**src/rtl/freq_meter_pkg.sv**
```systemverilog
// Shared types and helpers for the gated frequency meter.
package freq_meter_pkg;

    typedef enum logic {
        IDLE    = 1'b0,
        MEASURE = 1'b1
    } fm_state_t;

    // Widest counter the saturating helper supports.
    localparam int SAT_MAX_W = 64;

    // Add inc to cnt, clamping at the all-ones value of a w-bit counter.
    function automatic logic [SAT_MAX_W-1:0] sat_inc(
        input logic [SAT_MAX_W-1:0] cnt,
        input logic                 inc,
        input int                   w
    );
        logic [SAT_MAX_W-1:0] max_v;
        if (w >= SAT_MAX_W) begin
            max_v = {SAT_MAX_W{1'b1}};
        end else begin
            max_v = (SAT_MAX_W'(1) << w) - SAT_MAX_W'(1);
        end
        if (inc && (cnt < max_v)) begin
            return cnt + SAT_MAX_W'(1);
        end
        return cnt;
    endfunction

endpackage

```
**src/rtl/edge_sync.sv**
```systemverilog
// Two-flop synchronizer for an asynchronous input plus a history flop,
// producing a one-cycle pulse on each synchronized rising edge.
module edge_sync (
    input  logic clk_in,
    input  logic rst,
    input  logic d,
    output logic rise
);

    logic r_s1;
    logic r_s2;
    logic r_s3;

    // Shift the raw input through the metastability flops and the edge flop.
    always_ff @(posedge clk_in) begin
        if (rst) begin
            r_s1 <= 1'b0;
            r_s2 <= 1'b0;
            r_s3 <= 1'b0;
        end else begin
            r_s1 <= d;
            r_s2 <= r_s1;
            r_s3 <= r_s2;
        end
    end

    assign rise = r_s2 & ~r_s3;

endmodule

```
**src/rtl/freq_meter.sv**
```systemverilog
// Gated frequency counter: counts synchronized rising edges of sig_in over
// fixed windows of GATE_CYCLES clocks and publishes the saturated count.
module freq_meter
    import freq_meter_pkg::*;
#(
    parameter int GATE_CYCLES = 50_000_000,
    parameter int CNT_W       = 32
) (
    input  logic             clk_in,
    input  logic             rst,
    input  logic             en,
    input  logic             sig_in,
    output logic             sig_rise,
    output logic [CNT_W-1:0] freq_out,
    output logic             freq_valid,
    output logic             overflow,
    output logic             busy
);

    localparam int                GATE_W    = (GATE_CYCLES > 1) ? $clog2(GATE_CYCLES) : 1;
    localparam logic [GATE_W-1:0] GATE_LAST = GATE_W'(GATE_CYCLES - 1);
    localparam logic [CNT_W-1:0]  CNT_MAX   = {CNT_W{1'b1}};

    fm_state_t         r_state;
    fm_state_t         w_state_nxt;
    logic [GATE_W-1:0] r_gate_cnt;
    logic [CNT_W-1:0]  r_edge_cnt;
    logic              r_window_sat;
    logic [CNT_W-1:0]  r_freq_out;
    logic              r_freq_valid;
    logic              r_overflow;

    logic              w_rise;
    logic              w_win_end;
    logic              w_sat_hit;
    logic [CNT_W-1:0]  w_edge_next;

    edge_sync u_edge_sync (
        .clk_in (clk_in),
        .rst    (rst),
        .d      (sig_in),
        .rise   (w_rise)
    );

    // Last cycle of the gate window; en is ignored here so the window completes.
    assign w_win_end   = (r_state == MEASURE) && (r_gate_cnt == GATE_LAST);
    // A rise arriving while the counter is already pinned marks the window saturated.
    assign w_sat_hit   = w_rise && (r_edge_cnt == CNT_MAX);
    assign w_edge_next = CNT_W'(sat_inc(SAT_MAX_W'(r_edge_cnt), w_rise, CNT_W));

    // State register.
    always_ff @(posedge clk_in) begin
        if (rst) begin
            r_state <= IDLE;
        end else begin
            r_state <= w_state_nxt;
        end
    end

    // Next state: en starts measuring; losing en (abort or window end) returns to IDLE.
    always_comb begin
        w_state_nxt = r_state;
        case (r_state)
            IDLE:    if (en)  w_state_nxt = MEASURE;
            MEASURE: if (!en) w_state_nxt = IDLE;
            default: w_state_nxt = IDLE;
        endcase
    end

    // Gate and edge counters: advance mid-window, otherwise held at zero.
    always_ff @(posedge clk_in) begin
        if (rst) begin
            r_gate_cnt   <= '0;
            r_edge_cnt   <= '0;
            r_window_sat <= 1'b0;
        end else if ((r_state == MEASURE) && en && !w_win_end) begin
            r_gate_cnt   <= r_gate_cnt + GATE_W'(1);
            r_edge_cnt   <= w_edge_next;
            r_window_sat <= r_window_sat | w_sat_hit;
        end else begin
            r_gate_cnt   <= '0;
            r_edge_cnt   <= '0;
            r_window_sat <= 1'b0;
        end
    end

    // Result registers: publish the count (including this cycle's rise) at window end.
    always_ff @(posedge clk_in) begin
        if (rst) begin
            r_freq_out   <= '0;
            r_overflow   <= 1'b0;
            r_freq_valid <= 1'b0;
        end else begin
            r_freq_valid <= w_win_end;
            if (w_win_end) begin
                r_freq_out <= w_edge_next;
                r_overflow <= r_window_sat | w_sat_hit;
            end
        end
    end

    assign sig_rise   = w_rise;
    assign freq_out   = r_freq_out;
    assign freq_valid = r_freq_valid;
    assign overflow   = r_overflow;
    assign busy       = (r_state == MEASURE);

endmodule

```
**config.mk**
```make
export PLATFORM = sky130hd
export DESIGN_NAME = freq_meter
export DESIGN_NICKNAME = d
export VERILOG_FILES = /design/src/rtl/freq_meter_pkg.sv /design/src/rtl/edge_sync.sv /design/src/rtl/freq_meter.sv
export SDC_FILE = /design/constraint.sdc
export NUM_CORES = 1
export LEC_CHECK = 0
export CAP_MARGIN = 30
export CORE_MARGIN = 3
export CORE_UTILIZATION = 55
export DETAILED_ROUTE_END_ITERATION = 16
export PLACE_DENSITY = 0.83
export SLEW_MARGIN = 0
export SYNTH_ARGS = -nofsm -noshare
export SYNTH_HDL_FRONTEND = slang
export SYNTH_SLANG_ARGS = --single-unit
```
**constraint.sdc**
```tcl
create_clock -name clk_in -period 2.4 [get_ports clk_in]
set_input_delay 0.72 -clock clk_in [delete_from_list [all_inputs] [get_ports clk_in]]
set_output_delay 0.72 -clock clk_in [all_outputs]
set_load 0.05 [all_outputs]
```
==> results of run 1 <==
cells by family after synthesis:
| kind of cell | Yosys count | synth area share |
|---|---|---|
| and+or+nand+nor | 220 | 0.280 |
| adders and majority gates | 2 | 0.00591 |
| buffers and inverters | 30 | 0.0382 |
| xor gates and xnor gates | 53 | 0.110 |
| DFF | 97 | 0.459 |
| muxes | 3 | 0.00828 |
| AOI/OAI and AO/OA | 36 | 0.0991 |
state kept, by name, summed over array words and instances, names as in the netlist:
register and cells:
busy 1, overflow 1, u_edge_sync.r_s3 1, r_gate_cnt 26
r_edge_cnt 32, r_window_sat 1, freq_out 32, freq_valid 1
u_edge_sync.r_s2 1, u_edge_sync.r_s1 1
report_power, final:
group	internal (mW)	switching (mW)	leakage, nW
registers	1.61	0.00240	0.782
logic	0.0147	0.0347	0.677
clock network	0.535	0.518	0.0957
total	2.16	0.555	1.55
routing by layer:
metal	share of wire	GRT usage	vias to the layer above	routed length [um]
met5	0	0	-	0
met4	0.020	0.0758	0	158
met3	0.034	0.0449	17	272
met2	0.49	0.341	64	3910
met1	0.45	0.237	1516	3580
li1	-	-	1584	-
per-stage QoR:
step | cells | setup slack, ns | utilization
final | 578 | 0.107 | 0.665
after CTS | 578 | 0.0916 | 0.663
after global placement | 563 | 0.304 | 0.637
after global routing | 578 | 0.0275 | 0.665
after detailed placement | 563 | 0.212 | 0.637
after floorplan | 441 | 0.431 | -
worst paths after layout:
kind                                               endpoint                        start  cells after the start  slack [ns]
worst max-delay path                                   busy              busy$_SDFF_PP0_                      1        0.11
worst min-delay path            u_edge_sync.r_s2$_SDFF_PP0_  u_edge_sync.r_s1$_SDFF_PP0_                      1        0.44
worst max register to register    freq_out[25]$_SDFFE_PP0P_    r_edge_cnt[16]$_SDFF_PP0_                      6        0.27
worst min register to register  u_edge_sync.r_s2$_SDFF_PP0_  u_edge_sync.r_s1$_SDFF_PP0_                      1        0.44
cells in the final DEF, fill, tap and decap left out, types with 3 or more instances in the layout:
cell type / netlist / final
and4_1: 6 / 6
nand3_1: 22 / 21
and2_1: 3 / 3
clkdlybuf4s50_1: 0 / 37
nand2_1: 19 / 19
nand4_1: 18 / 18
nor3_1: 7 / 7
inv_1: 8 / 8
nor2b_1: 6 / 6
nor4_2: 3 / 3
nand3_2: 2 / 3
buf_4: 3 / 4
dfxtp_1: 97 / 97
nor2_1: 100 / 100
a211oi_2: 30 / 30
xor2_1: 32 / 32
nor4_1: 4 / 4
buf_12: 0 / 3
clkbuf_8: 0 / 11
and3_1: 11 / 11
xnor2_1: 21 / 21
cell type report:
cell class,instances,share of cell area
clock buffer,13,0.0324
inverter,8,0.00613
multi-input combinational,314,0.437
clock inverter,2,0.00766
sequential,97,0.396
tap,99,0.0253
timing repair buffer,45,0.0950
==> impl_metrics.tcl, run 1 <==
set metrics [dict create \
    fin_skew_ns 0.00957 \
    clock_path_buffers 2 \
    syn_nets 447 \
    grt_first_pass_wirelength_um 14100 \
    slowest_stage "clkdlybuf4s50_1" \
    status "complete, no violations" \
    die_h_um 93.7 \
    wirelength_um 7920 \
    vias 3181 \
    clock-sinks 97 \
    synth_most_common_cell "nor2_1" \
    io_buffers 39 \
    ys_seq_area_frac 0.459 \
    ant_nets 0 \
    holdCritPathClass "flip-flop to flip-flop" \
    grt_util_all_layers 0.197 \
    tightest_slew_ns 0.631 \
    chipWidth_um 93.7 \
    max-vdd-ir-drop_uv 310 \
    yosys_warnings 0 \
    finalSetupViolCount 0 \
    first_pass_iters 4 \
    cts_tree "built" \
    cts_hold_buf 0 \
    numCtsBuffers 9 \
    synth.distinct_cells 43 \
    synth-main-ff-cell "dfxtp_1" \
    synth_common_cells "nor2_1, dfxtp_1, xor2_1, a211oi_2, nand3_1" \
    multi_input_area_sq_um 2140 \
    grt_max_degree 65 \
    rsz0062_at_grt "no" \
    syn_to_final_growth_pct 15.8 \
    cellLeakagePower_nw 1.55 \
    synth_edf_count 0 \
    cts_setup_buffers 0 \
    whs_ns 0.442 \
    vias_per_cell 5.50 \
    timing.fmax_ghz 0.436 \
    clkLatencyLatePin_ns 0.35 \
    crit_path_max_incr_delay_ns 0.84 \
    die_area_sq_um 8780 \
    drv_slew 0 \
    ios 40 \
    netlist_area_sq_um 4230 \
    antenna_found_initial 0 \
    yosys-top-cells-area "dfxtp_1, a211oi_2, nor2_1" \
    p_per_area_nw_per_um2 554 \
    cts_resized 0 \
    final_nets 481 \
    synthArstFlopShare 0 \
    cp-start-kind "flip-flop" \
    avgSynthCellArea_sq_um 9.59 \
    fin_crit_ns 2.29 \
    design_area_sq_um 4900 \
    dp.final_hpwl_um 5370 \
    syn_inst 441 \
    crit_buf_inv 1 \
    cp_max_fo 3 \
    drv_cap 0 \
    grt_pass1_vias 3143 \
    critPathCaptureType "output port" \
    synth_seq_cells 97 \
    n_fill_cell 593 \
    cp.required_ns 1.68 \
    post_drt_wl_per_cell_um 13.7 \
    drc 0 \
    rows 31 \
    hold_viol 0 \
    yosysTopAreaCell "dfxtp_1" \
    gp_congestion 0.885 \
    cts_max_level 3 \
    slew_headroom 0.576 \
    diodes 0 \
    start_util 0.574 \
    grt_overflow_total 0 \
    root_buffer "clkbuf_8" \
    p_total_mw 2.72 \
    finalSetupTns_ns 0 \
    crit_family "buffers and inverters" \
    path_cells "clkdlybuf4s50_1" \
    worstPathArrival_ns 1.57 \
    synth.top_cell.area_share 0.459 \
    finalCritPeriodShare 0.955 \
    drive_above_1_share 0.146 \
    core_area_sq_um 7370 \
    clkSlewWorstSetupHoldPaths_ns 0.08 \
    placedInstanceArea_sq_um 4690 \
    regArea_sq_um 1940 \
    crit_type "flip-flop to output port" \
    first_iter_violations 138 \
]
Power figures use the tool's default switching activity.
==> run 2, diff against run 1 <==
--- a/config.mk
+++ b/config.mk
@@ -7,9 +7,9 @@
 export LEC_CHECK = 0
 export CAP_MARGIN = 30
 export CORE_MARGIN = 3
-export CORE_UTILIZATION = 55
+export CORE_UTILIZATION = 57
 export DETAILED_ROUTE_END_ITERATION = 16
-export PLACE_DENSITY = 0.83
+export PLACE_DENSITY = 0.85
 export SLEW_MARGIN = 0
 export SYNTH_ARGS = -nofsm -noshare
 export SYNTH_HDL_FRONTEND = slang
==> run 2 against run 1 <==
Compared with the run above: worst hold slack improved by 0.024 ns; global-route usage rose by 0.61 points; non-clock buffer count rose by 2; die area fell by 3.3%; critical endpoint unchanged.
==> impl_metrics.tcl, run 2 (same netlist as run 1, synthesis figures left out) <==
set metrics [dict create \
    status "complete, no violations" \
    switching_share 0.208 \
    grt_pass1_vias 3085 \
    tightest_slew_ns 0.617 \
    hold-path-endpoint "u_edge_sync.r_s2$_SDFF_PP0_" \
    drv_slew 0 \
    numCtsBuffers 9 \
    pwr-share-seq 0.593 \
    holdCritPathClass "flip-flop to flip-flop" \
    timing.fmax_ghz 0.439 \
    worst_slack_ns 0.122 \
    clkLatencyLatePin_ns 0.35 \
    ios 40 \
    critPathCaptureType "output port" \
    die_area_sq_um 8490 \
    grt_overflow_total 0 \
    final_common_cell "nor2_1" \
    root_buffer "clkbuf_8" \
    start_util 0.606 \
    dp.final_hpwl_um 5750 \
    clkSlewWorstSetupHoldPaths_ns 0.08 \
    whs_ns 0.466 \
    cts_max_level 3 \
    dp.cells 562 \
    hold_viol 0 \
    fin_skew_ns 0.00796 \
    drc 0 \
    cp.required_ns 1.68 \
    r2r_start "r_edge_cnt[4]$_SDFF_PP0_" \
    antenna_found_initial 0 \
    first_pass_iters 4 \
    worstPathArrival_ns 1.56 \
    pwr-share-clk 0.389 \
    drive_above_1_share 0.152 \
    hp-start "u_edge_sync.r_s1$_SDFF_PP0_" \
    vias 3210 \
    preCtsSetupSlack_ns 0.216 \
    final_nets 483 \
    p_total_mw 2.72 \
    drv_cap 0 \
    cp_max_fo 3 \
    design_area_sq_um 4890 \
    final_cell_mix "nor2_1, dfxtp_1, clkdlybuf4s50_1" \
    chipWidth_um 92.2 \
    placedInstanceArea_sq_um 4690 \
    vias_per_cell 5.56 \
    grt_max_degree 65 \
    path_cells "clkdlybuf4s50_1" \
    finalSetupViolCount 0 \
    grt_util_all_layers 0.203 \
    rsz0062_at_grt "no" \
    finalSetupTns_ns 0 \
    diodes 0 \
    cts_hold_buf 0 \
    use_met2 0.367 \
    crit_type "flip-flop to output port" \
    worstHoldPathCells 1 \
    crit_path_max_incr_delay_ns 0.82 \
    worst-r2r-cell-count 6 \
    final_core_util 0.700 \
    die_h_um 92.2 \
    p_per_area_nw_per_um2 557 \
    slew_headroom 0.585 \
    internal_power_mw 2.16 \
    grt_first_pass_wirelength_um 14000 \
    wirelength_um 8340 \
    p_comb_frac 0.019 \
    use_met1 0.240 \
    crit_buf_inv 1 \
    rrSetupSlack_ns 0.15 \
    fin_crit_ns 2.28 \
    slowest_stage "clkdlybuf4s50_1" \
    cts_tree "built" \
    io_buffers 39 \
    gp_congestion 0.918 \
    post_drt_wl_per_cell_um 14.5 \
    rows 30 \
    max-vdd-ir-drop_uv 333 \
    ant_nets 0 \
    clock-sinks 97 \
    grtUsageMet3 0.0328 \
    cts_setup_buffers 0 \
    cellLeakagePower_nw 1.55 \
    first_iter_violations 147 \
    clock_path_buffers 2 \
    r2r_end "freq_out[2]$_SDFFE_PP0P_" \
    busiest_layer "met2" \
    syn_to_final_growth_pct 15.5 \
    finalCritPeriodShare 0.949 \
    cts_resized 0 \
    fin_cells 577 \
    crit_family "buffers and inverters" \
    p_sw_mw 0.566 \
    core_area_sq_um 6980 \
    cp-start-kind "flip-flop" \
]
## run 2: how the worst max path moves through the flow
stage | startpoint | end | slack, ns | cells past startpoint
6_report | busy$_SDFF_PP0_ | busy | 0.12 | 1
5_1_grt | r_edge_cnt[4]$_SDFF_PP0_ | freq_out[2]$_SDFFE_PP0P_ | 0.02 | 6
4_1_cts | busy$_SDFF_PP0_ | busy | 0.10 | 1
3_5_place_dp | r_edge_cnt[4]$_SDFF_PP0_ | freq_out[2]$_SDFFE_PP0P_ | 0.22 | 6
3_3_place_gp | r_edge_cnt[4]$_SDFF_PP0_ | freq_out[1]$_SDFFE_PP0P_ | 0.30 | 6
2_1_floorplan | u_edge_sync.r_s2$_SDFF_PP0_ | freq_out[28]$_SDFFE_PP0P_ | 0.43 | 9
## run 2: worst reg2reg max path, cell delays in order (launching register included)
cell	delay (ns)
dfxtp_1	0.46
nand4_4	0.18
nor4_2	0.44
nand4_2	0.40
a41o_1	0.38
mux2_4	0.26
nor2_2	0.07
## run 2: cell type report
| cell class | instances | area, sq um |
|---|---|---|
| multi-input combinational | 314 | 2130 |
| fill | 549 | 2090 |
| sequential | 97 | 1940 |
| timing repair buffer | 47 | 468 |
| clock buffer | 12 | 155 |
| tap | 96 | 120 |
| clock inverter | 3 | 40.0 |
| inverter | 8 | 30.0 |
## run 2: power by group through the flow
| stage | sequential (mW) | clock [mW] | combinational [mW] |
|---|---|---|---|
| after floorplan | 1.65 | 0 | 0.0292 |
| after global placement | 1.65 | 0 | 0.0503 |
| after detailed placement | 1.65 | 0 | 0.0507 |
| after CTS | 1.61 | 1.07 | 0.0511 |
| after global routing | 1.61 | 1.14 | 0.0546 |
| final | 1.61 | 1.06 | 0.0508 |
## run 2: per-layer routing
metal,share of wire,routed length [um],up-vias
met2,0.52,4310,57
li1,-,-,1584
met3,0.032,269,14
met1,0.43,3630,1555
met5,0,0,-
met4,0.016,134,0
==> run 3, diff against run 2 <==
--- a/config.mk
+++ b/config.mk
@@ -9,6 +9,7 @@
 export CORE_MARGIN = 3
 export CORE_UTILIZATION = 57
 export DETAILED_ROUTE_END_ITERATION = 16
+export HOLD_SLACK_MARGIN = 0.03
 export PLACE_DENSITY = 0.85
 export SLEW_MARGIN = 0
 export SYNTH_ARGS = -nofsm -noshare
==> results of run 3 <==
No change in the layout: final DEF, timing and power equal those of run 2.
